`config.mk`:
```
export PLATFORM = sky130hd
export DESIGN_NAME = bp_initiator
export DESIGN_NICKNAME = d
export VERILOG_FILES = /design/src/rtl/bp_initiator.sv
export SDC_FILE = /design/constraint.sdc
export NUM_CORES = 1
export LEC_CHECK = 0
export CORE_ASPECT_RATIO = 0.7
export CORE_MARGIN = 3
export CORE_UTILIZATION = 37
export CTS_BUF_LIST = sky130_fd_sc_hd__clkbuf_8 sky130_fd_sc_hd__clkbuf_16
export CTS_CLUSTER_SIZE = 10
export DETAILED_ROUTE_END_ITERATION = 12
export SLEW_MARGIN = 20
export SYNTH_ARGS = -nofsm -noshare
export SYNTH_HDL_FRONTEND = slang
export SYNTH_SLANG_ARGS = --single-unit
```
`constraint.sdc`:
```
create_clock -name i_clk -period 5.2 [get_ports i_clk]
set_input_delay 1.04 -clock i_clk [delete_from_list [all_inputs] [get_ports i_clk]]
set_output_delay 1.04 -clock i_clk [all_outputs]
set_load 0.01 [all_outputs]
```
`src/rtl/bp_initiator.sv`:
```
// BytePipe register initiator: turns a read/write/burst request into command bytes and collects responses.
// Latency: first command byte valid the cycle after request accept; done/timeout pulse one cycle after final byte.
// Backpressure: data streams are combinational pass-through both ways; responder silence aborts after TIMEOUT_CYCLES.
//
// Ports:
//   i_clk, i_rst_n                   clock, asynchronous active-low reset
//   i_req_* / o_req_ready            request: wr flag, 7-bit address, burst length L (L+1 data bytes)
//   i_wr_* / o_wr_ready              write data stream toward the responder
//   o_rd_* / i_rd_ready              read data stream from the responder
//   o_done, o_done_data, o_timeout   completion pulse with last response byte, abort pulse
//   o_bp_* / i_bp_ready              BytePipe bytes to responder
//   i_bp_* / o_bp_ready              BytePipe bytes from responder
module bp_initiator #(
    parameter int TIMEOUT_CYCLES = 1024
) (
    input  logic       i_clk,
    input  logic       i_rst_n,
    input  logic       i_req_valid,
    output logic       o_req_ready,
    input  logic       i_req_wr,
    input  logic [6:0] i_req_addr,
    input  logic [7:0] i_req_len,
    input  logic [7:0] i_wr_data,
    input  logic       i_wr_valid,
    output logic       o_wr_ready,
    output logic [7:0] o_rd_data,
    output logic       o_rd_valid,
    input  logic       i_rd_ready,
    output logic       o_done,
    output logic [7:0] o_done_data,
    output logic       o_timeout,
    output logic [7:0] o_bp_data,
    output logic       o_bp_valid,
    input  logic       i_bp_ready,
    input  logic [7:0] i_bp_data,
    input  logic       i_bp_valid,
    output logic       o_bp_ready
);

    typedef enum logic [2:0] {
        S_IDLE,
        S_SETUP_CMD,
        S_SETUP_LEN,
        S_SETUP_RSP,
        S_CMD,
        S_WR_DATA,
        S_RD_DATA,
        S_WR_RSP
    } state_t;

    // Wait counter is wide enough to hold TIMEOUT_CYCLES-1; abort fires on the cycle it would reach TIMEOUT_CYCLES.
    localparam int TW = (TIMEOUT_CYCLES < 2) ? 1 : $clog2(TIMEOUT_CYCLES + 1);
    localparam logic [TW-1:0] TO_LAST = (TIMEOUT_CYCLES > 0) ? TW'(TIMEOUT_CYCLES - 1) : '0;

    state_t          r_state;
    logic            r_wr;
    logic [6:0]      r_addr;
    logic [7:0]      r_cnt;
    logic [TW-1:0]   r_tcnt;
    logic            r_done;
    logic            r_timeout;
    logic [7:0]      r_done_data;

    logic [7:0]      w_le;
    logic            w_bp_in_hs;
    logic            w_bp_out_hs;
    logic            w_wait;
    logic            w_to_hit;

    // Address 0 is the burst-length register itself, so it is never bursted.
    assign w_le        = (i_req_addr == 7'd0) ? 8'd0 : i_req_len;
    assign w_bp_in_hs  = i_bp_valid & o_bp_ready;
    assign w_bp_out_hs = o_bp_valid & i_bp_ready;
    assign w_wait      = (r_state == S_SETUP_RSP) || (r_state == S_RD_DATA) || (r_state == S_WR_RSP);
    // Only an absent byte counts as waiting: in RD_DATA a byte held off by i_rd_ready is the host's stall.
    assign w_to_hit    = (TIMEOUT_CYCLES != 0) && w_wait && !i_bp_valid && (r_tcnt == TO_LAST);

    assign o_req_ready = (r_state == S_IDLE);
    assign o_done      = r_done;
    assign o_done_data = r_done_data;
    assign o_timeout   = r_timeout;

    always_comb begin
        o_bp_data  = 8'h00;
        o_bp_valid = 1'b0;
        o_bp_ready = 1'b0;
        o_wr_ready = 1'b0;
        o_rd_data  = 8'h00;
        o_rd_valid = 1'b0;
        case (r_state)
            S_IDLE: begin
                // Drain stray responder bytes so a late reply cannot wedge the link.
                o_bp_ready = 1'b1;
            end
            S_SETUP_CMD: begin
                o_bp_data  = 8'h80;
                o_bp_valid = 1'b1;
            end
            S_SETUP_LEN: begin
                o_bp_data  = r_cnt;
                o_bp_valid = 1'b1;
            end
            S_SETUP_RSP, S_WR_RSP: begin
                o_bp_ready = 1'b1;
            end
            S_CMD: begin
                o_bp_data  = {r_wr, r_addr};
                o_bp_valid = 1'b1;
            end
            S_WR_DATA: begin
                o_bp_data  = i_wr_data;
                o_bp_valid = i_wr_valid;
                o_wr_ready = i_bp_ready;
            end
            S_RD_DATA: begin
                o_rd_data  = i_bp_data;
                o_rd_valid = i_bp_valid;
                o_bp_ready = i_rd_ready;
            end
            default: ;
        endcase
    end

    always_ff @(posedge i_clk or negedge i_rst_n) begin
        if (!i_rst_n) begin
            r_state     <= S_IDLE;
            r_wr        <= 1'b0;
            r_addr      <= 7'd0;
            r_cnt       <= 8'd0;
            r_tcnt      <= '0;
            r_done      <= 1'b0;
            r_timeout   <= 1'b0;
            r_done_data <= 8'h00;
        end else begin
            r_done    <= 1'b0;
            r_timeout <= 1'b0;

            // Non-wait states hold the counter at zero, so every wait state is entered with a fresh count.
            if (!w_wait || w_bp_in_hs || w_to_hit) begin
                r_tcnt <= '0;
            end else if ((TIMEOUT_CYCLES != 0) && !i_bp_valid) begin
                r_tcnt <= r_tcnt + 1'b1;
            end

            case (r_state)
                S_IDLE: begin
                    if (i_req_valid) begin
                        r_wr    <= i_req_wr;
                        r_addr  <= i_req_addr;
                        r_cnt   <= w_le;
                        r_state <= (w_le != 8'd0) ? S_SETUP_CMD : S_CMD;
                    end
                end
                S_SETUP_CMD: begin
                    if (i_bp_ready) r_state <= S_SETUP_LEN;
                end
                S_SETUP_LEN: begin
                    if (i_bp_ready) r_state <= S_SETUP_RSP;
                end
                S_SETUP_RSP: begin
                    if (i_bp_valid) begin
                        r_state <= S_CMD;
                    end else if (w_to_hit) begin
                        r_timeout <= 1'b1;
                        r_state   <= S_IDLE;
                    end
                end
                S_CMD: begin
                    if (i_bp_ready) r_state <= r_wr ? S_WR_DATA : S_RD_DATA;
                end
                S_WR_DATA: begin
                    if (w_bp_out_hs) begin
                        if (r_cnt == 8'd0) r_state <= S_WR_RSP;
                        else               r_cnt   <= r_cnt - 8'd1;
                    end
                end
                S_WR_RSP: begin
                    if (i_bp_valid) begin
                        r_done      <= 1'b1;
                        r_done_data <= i_bp_data;
                        r_state     <= S_IDLE;
                    end else if (w_to_hit) begin
                        r_timeout <= 1'b1;
                        r_state   <= S_IDLE;
                    end
                end
                S_RD_DATA: begin
                    if (w_bp_in_hs) begin
                        if (r_cnt == 8'd0) begin
                            r_done      <= 1'b1;
                            r_done_data <= i_bp_data;
                            r_state     <= S_IDLE;
                        end else begin
                            r_cnt <= r_cnt - 8'd1;
                        end
                    end else if (w_to_hit) begin
                        r_timeout <= 1'b1;
                        r_state   <= S_IDLE;
                    end
                end
                default: r_state <= S_IDLE;
            endcase
        end
    end

endmodule

```
==> reports/metrics.cfg, run 1 <==
[outcome]
status = finished, final reports clean

[logic_synthesis]
avgSynthCellArea_um2 = 9.53
synth_nets = 297
synth_edf_count = 0
synth.yosys.seq_area_share_pct = 41.2
syn_inst = 255
async_flop_share_pct = 100
syn_area_mm2 = 0.00243
synth_top_area_cell = dfrtp_1
yosysWarnings = 0
ys_types = 52
ys.flop_type = dfrtp_1
ys_seq_elements = 40
netlist.area_leader.share_pct = 41.2
synth.area.top_cells = dfrtp_1, mux2_2, nor2_1

[global_routing]
grtUsageTotal_pct = 17.3
grt_pass1_wl_mm = 10.2
grt_pass1_vias = 2013
gr-total-overflow = 0
antenna_found_initial = 0
grt_max_degree = 41

[routing]
top_layer_used = met4
ant_nets = 0
drt_iter0_drc = 120
met2_length_mm = 2.51
route.vias.total = 2159
drc = 0
wl_per_cell_um = 16.0
wl_met1_mm = 3.30
routed_wl_mm = 6.30
viasPerCell = 5.47
first_pass_iters = 5
wl_met3_um = 432

[floorplanning]
core_area_mm2 = 0.00631
pin_count = 70
num_rows = 24
start_util_pct = 38.6
die_h_um = 73.8
die_width_um = 103
die_area_mm2 = 0.00759

[cts]
htreeDepth = 2
clk_pin_slew_ns = 0.08
clock-sinks = 40
cts_buffer_depth = 2
cts_root_buf = clkbuf_8
post_cts_buffers = 0
clock_latency_ns = 0.29
cts_resized = 0
numCtsBuffers = 5
tritoncts = built
ctsHoldBuffers = 0

[run]
drv_cap = 0

[timing]
fin_skew_ns = 0.00392
whs_ns = 0.510
max_slew_margin_pct = 40.0
worst_pin_slew_ns = 0.900
fin_setup_tns_ns = 0
slew_violations = 0
fmax_mhz = 269
rsz0062_at_grt = false
period_needed_ns = 3.72
period_share_pct = 71.5
setup_violations = 0
hold_viol = 0

[place]
io_buffers = 69
place_congestion = 0.804
place_inst = 387
hpwl_mm = 4.71

[pwr]
power.switching_mw = 0.766
p_leak_nw = 1.29
vdd_drop_max_v = 0.000243
clock_power_share_pct = 12.0
p_seq_share_pct = 32.6
power_density_mw_per_mm2 = 551
p_comb_share_pct = 55.4
internal_power_mw = 1.00
p_sw_share_pct = 43.3

[critical_path]
slowest_delay_ns = 0.65
cp_slowest_cell = nor2b_1
cp_top_family = simple AND/OR/NAND/NOR gates
worst-path-max-fanout = 18
path_buf_inv = 1
critPathArrivalTime_ns = 2.68
cp.required_ns = 4.16
end_kind = output port
cp-start-kind = flip-flop
crit_type = reg -> out
path_cells = nor2b_1 -> and2_1 -> nand2_1 -> o21ai_0 -> clkdlybuf4s50_1

[layout]
utilization_pct = 50.9
syn2layout_area_growth_pct = 31.9
layout_common_cells = clkdlybuf4s50_1, dfrtp_1, nor2_1, nand2_1, mux2_2
drive_above_1_share_pct = 10.7
antenna_cells = 0
mostFrequentLayoutCell = clkdlybuf4s50_1
fin_nets = 358
fin_cells = 395

[worst_hold_path]
hold_path_class = reg -> reg

-- through the flow --
stage,power [mW],setup slack (ns),area [um^2]
after floorplan,1.22,2.74,2430
after global placement,1.55,1.66,3120
after detailed placement,1.55,1.67,3120
after CTS,1.77,1.49,3210
after global routing,1.91,1.28,3210
final,1.77,1.48,3210
-- area by class of cell --
cell class / instances / area [um^2]
Clock buffer: 6 / 82.6
Tap cell: 78 / 97.6
Multi-Input combinational cell: 192 / 1300
Clock inverter: 2 / 7.51
Timing Repair Buffer: 69 / 686
Fill cell: 604 / 3100
Inverter: 8 / 30.0
Sequential cell: 40 / 1000
-- cell families after synthesis --
family,count (synthesis),share of synthesized area [%]
flip-flops,40,41.2
AND/OR/NAND/NOR,91,21.1
adder cells (fa/ha/maj),3,1.54
multiplexers,18,8.18
AO/OA/AOI/OAI,71,19.6
buffers and inverters,23,5.25
XOR/XNOR,9,3.24
-- worst min-delay path: cells and delay by family, from the launching register on --
kind            cells  cell delay [ns]
flops               1             0.38
compound gates      1             0.04
simple gates        1             0.06
-- routing by layer --
| metal | global-route usage, % | up-vias |
|---|---|---|
| li1 | - | 1045 |
| met1 | 28.5 | 1023 |
| met2 | 21.8 | 84 |
| met3 | 4.08 | 7 |
| met4 | 4.31 | 0 |
| met5 | 0 | - |
-- path summary, 6_finish.rpt --
path	cells after the start	start	slack [ns]	to
max	5	r_state[2]	1.48	o_bp_data[2]
min	2	r_tcnt[10]	0.51	r_tcnt[10]
max reg2reg	4	r_state[0]	2.79	r_cnt[0]
min reg2reg	2	r_tcnt[10]	0.51	r_tcnt[10]
max in group asynchronous	1	i_rst_n	3.77	o_done_data[6]
min in group asynchronous	1	i_rst_n	0.86	r_addr[2]
-- cell usage after synthesis, drive strengths merged, types with 2 or more instances --
cell	instances
or2	3
dfrtp	40
a211oi	2
clkbuf	2
nor3	5
nand3	2
a22oi	10
ha	3
nor2b	4
nor2	23
nand2	21
xnor2	4
o31ai	8
mux2	15
xor2	5
nor4	5
or3	2
and2	13
a32oi	3
o21a	2
o41ai	2
buf	13
and3	4
a21oi	13
o22ai	2
inv	8
o21ai	23
nand4b	2
mux2i	3
nand4	2
-- state kept, by name, summed over array words and instances, names as in the netlist --
signal       flops
r_tcnt          11
o_done_data      8
r_cnt            8
r_addr           7
r_state          3
o_done           1
o_timeout        1
r_wr             1
-- power groups by stage --
stage | registers, mW | logic [mW] | clock network [mW]
2_1_floorplan | 0.506 | 0.715 | 0
3_3_place_gp | 0.574 | 0.975 | 0
3_5_place_dp | 0.576 | 0.975 | 0
4_1_cts | 0.573 | 0.977 | 0.220
5_1_grt | 0.596 | 1.08 | 0.233
6_report | 0.576 | 0.979 | 0.213
(Power assumes the default switching activity.)
==> run 2, diff against run 1 <==
--- a/config.mk
+++ b/config.mk
@@ -11,6 +11,7 @@
 export CTS_BUF_LIST = sky130_fd_sc_hd__clkbuf_8 sky130_fd_sc_hd__clkbuf_16
 export CTS_CLUSTER_SIZE = 10
 export DETAILED_ROUTE_END_ITERATION = 12
+export PLACE_DENSITY = 0.67
 export SLEW_MARGIN = 20
 export SYNTH_ARGS = -nofsm -noshare
 export SYNTH_HDL_FRONTEND = slang
==> constraint.sdc (replaced) <==
create_clock -name i_clk -period 3.19 [get_ports i_clk]
set_input_delay 0.638 -clock i_clk [delete_from_list [all_inputs] [get_ports i_clk]]
set_output_delay 0.638 -clock i_clk [all_outputs]
set_load 0.01 [all_outputs]
==> reports/metrics.cfg, run 2 (same netlist as run 1, synthesis figures left out) <==
[outcome]
status = finished, final reports clean

[critical_path]
reg2reg_to = r_cnt[0]
path_cells = nor2b_1 -> buf_4 -> a22oi_1 -> o21ai_0 -> clkdlybuf4s50_1
slowest_delay_ns = 0.57  ; -0.08 ns
r2r-start = r_state[0]
crit_type = reg -> out
critPathArrivalTime_ns = 2.15  ; -0.53 ns
path_buf_inv = 2  ; +1
cp_slowest_cell = clkdlybuf4s50_1
worst-path-max-fanout = 7  ; -11
cp_top_family = buffers and inverters
reg2reg_depth = 6  ; +2
regToRegSetupSlack_ns = 0.74  ; -2.05 ns
cp-start-kind = flip-flop
cp.required_ns = 2.55  ; -1.61 ns
end_kind = output port

[floorplanning]
die_h_um = 73.8  ; unchanged
die_area_mm2 = 0.00759  ; unchanged
num_rows = 24  ; unchanged
start_util_pct = 38.6  ; unchanged
core_area_mm2 = 0.00631  ; unchanged
die_width_um = 103  ; unchanged
pin_count = 70  ; unchanged

[layout]
largest_register_ff_count = 11  ; unchanged
mostFrequentLayoutCell = clkdlybuf4s50_1
fin_cells = 401  ; +1.5%
layout_common_cells = clkdlybuf4s50_1, dfrtp_1, nor2_1, nand2_1, mux2_2
regMostFlops = r_tcnt
syn2layout_area_growth_pct = 34.6
fin_nets = 364  ; +1.7%
antenna_cells = 0  ; unchanged
drive_above_1_share_pct = 13.0  ; +2.3 points

[place]
place_congestion = 0.815  ; +1.3%
io_buffers = 69  ; unchanged
hpwl_mm = 5.03  ; +6.9%
place_inst = 393  ; +1.6%

[global_routing]
grt_pass1_wl_mm = 11.0  ; +7.6%
antenna_found_initial = 0  ; unchanged
grtUsageTotal_pct = 18.7  ; +1.4 points
gr-total-overflow = 0  ; unchanged
grt_pass1_vias = 2143  ; +6.5%
grt_max_degree = 41  ; unchanged

[routing]
met2_length_mm = 2.69  ; +7.1%
viasPerCell = 5.50  ; +0.56%
drc = 0  ; unchanged
wl_per_cell_um = 16.4  ; +2.6%
wl_met1_mm = 3.33  ; +0.88%
first_pass_iters = 4  ; -1
ant_nets = 0  ; unchanged
top_layer_used = met4
wl_met3_um = 467  ; +8.1%
routed_wl_mm = 6.56  ; +4.1%
route.vias.total = 2204  ; +2.1%
drt_iter0_drc = 152  ; +27%

[cts]
clock-sinks = 40  ; unchanged
cts_buffer_depth = 2  ; unchanged
cts_resized = 0  ; unchanged
ctsHoldBuffers = 0  ; unchanged
post_cts_buffers = 0  ; unchanged
clk_pin_slew_ns = 0.08  ; about the same
cts_root_buf = clkbuf_8
tritoncts = built
htreeDepth = 2  ; unchanged
numCtsBuffers = 5  ; unchanged
clock_latency_ns = 0.29  ; about the same

[pwr]
finalPower_mw = 3.02  ; +71%
vdd_drop_max_v = 0.000461  ; +89%
p_comb_share_pct = 57.2  ; +1.8 points
p_seq_share_pct = 28.9  ; -3.7 points
power.switching_mw = 1.28  ; +67%
p_leak_nw = 1.32  ; +2.3%
power_density_mw_per_mm2 = 922  ; +67%
p_sw_share_pct = 42.5  ; -0.84 points
clock_power_share_pct = 13.9  ; +1.9 points
internal_power_mw = 1.74  ; +73%

[timing]
period_share_pct = 87.4
max_slew_margin_pct = 40.1  ; +0.083 points
rsz0062_at_grt = false
fmax_mhz = 359
fin_skew_ns = 0.00770  ; +0.00378 ns
slew_violations = 0  ; unchanged
worst_pin_slew_ns = 0.899  ; -0.00124 ns
fin_setup_tns_ns = 0  ; unchanged
whs_ns = 0.465  ; -0.0456 ns
setup_violations = 0  ; unchanged
hold_viol = 0  ; unchanged
period_needed_ns = 2.79

[run]
drv_cap = 0  ; unchanged

[worst_hold_path]
hold_path_class = in -> async

run 2: cell types whose count changed in the layout (fill, tap and decap cells not counted), sizes merged:
cell	before	now
clkbuf	6	5
bufinv	0	1
inv	10	8
clkinvlp	0	1
clkinv	0	1
buf	1	7
run 2: power by group through the flow:
stage	clock, mW	combinational [mW]	sequential (mW)
2_1_floorplan	0	1.16	0.825
3_3_place_gp	0	1.70	0.868
3_5_place_dp	0	1.72	0.876
4_1_cts	0.424	1.73	0.868
5_1_grt	0.454	1.91	0.902
6_report	0.419	1.73	0.872
run 2: per-layer routing:
layer,global-route usage (%),vias to the layer above
li1,-,1061
met1,29.4,1048
met2,25.4,87
met3,5.12,8
met4,3.59,0
met5,0,-
run 2: area by class of cell:
type	count	area (um^2)
Sequential cell	40	1000
Clock buffer	5	68.8
Inverter	8	30.0
Timing Repair Buffer	75	731
Multi-Input combinational cell	192	1300
Fill cell	596	3030
Tap cell	78	97.6
Clock inverter	3	42.5
run 2: worst max path at each step:
stage / startpoint / end / slack [ns] / depth (start not counted)
final: r_state[2] / o_bp_data[5] / 0.40 / 5
after floorplan: r_state[1] / o_bp_data[0] / 1.21 / 7
after global placement: i_rd_ready / o_bp_ready / 0.59 / 4
after detailed placement: i_rd_ready / o_bp_ready / 0.56 / 4
after CTS: r_state[2] / o_bp_data[5] / 0.38 / 5
after global routing: r_state[0] / o_bp_data[7] / 0.19 / 5
run 2: through the flow:
| step | worst slack, ns | instance area, um^2 | utilization (%) |
|---|---|---|---|
| 2_1_floorplan | 1.21 | 2430 | - |
| 3_3_place_gp | 0.590 | 3160 | 50.1 |
| 3_5_place_dp | 0.563 | 3160 | 50.1 |
| 4_1_cts | 0.383 | 3270 | 51.9 |
| 5_1_grt | 0.190 | 3270 | 51.9 |
| 6_report | 0.401 | 3270 | 51.9 |
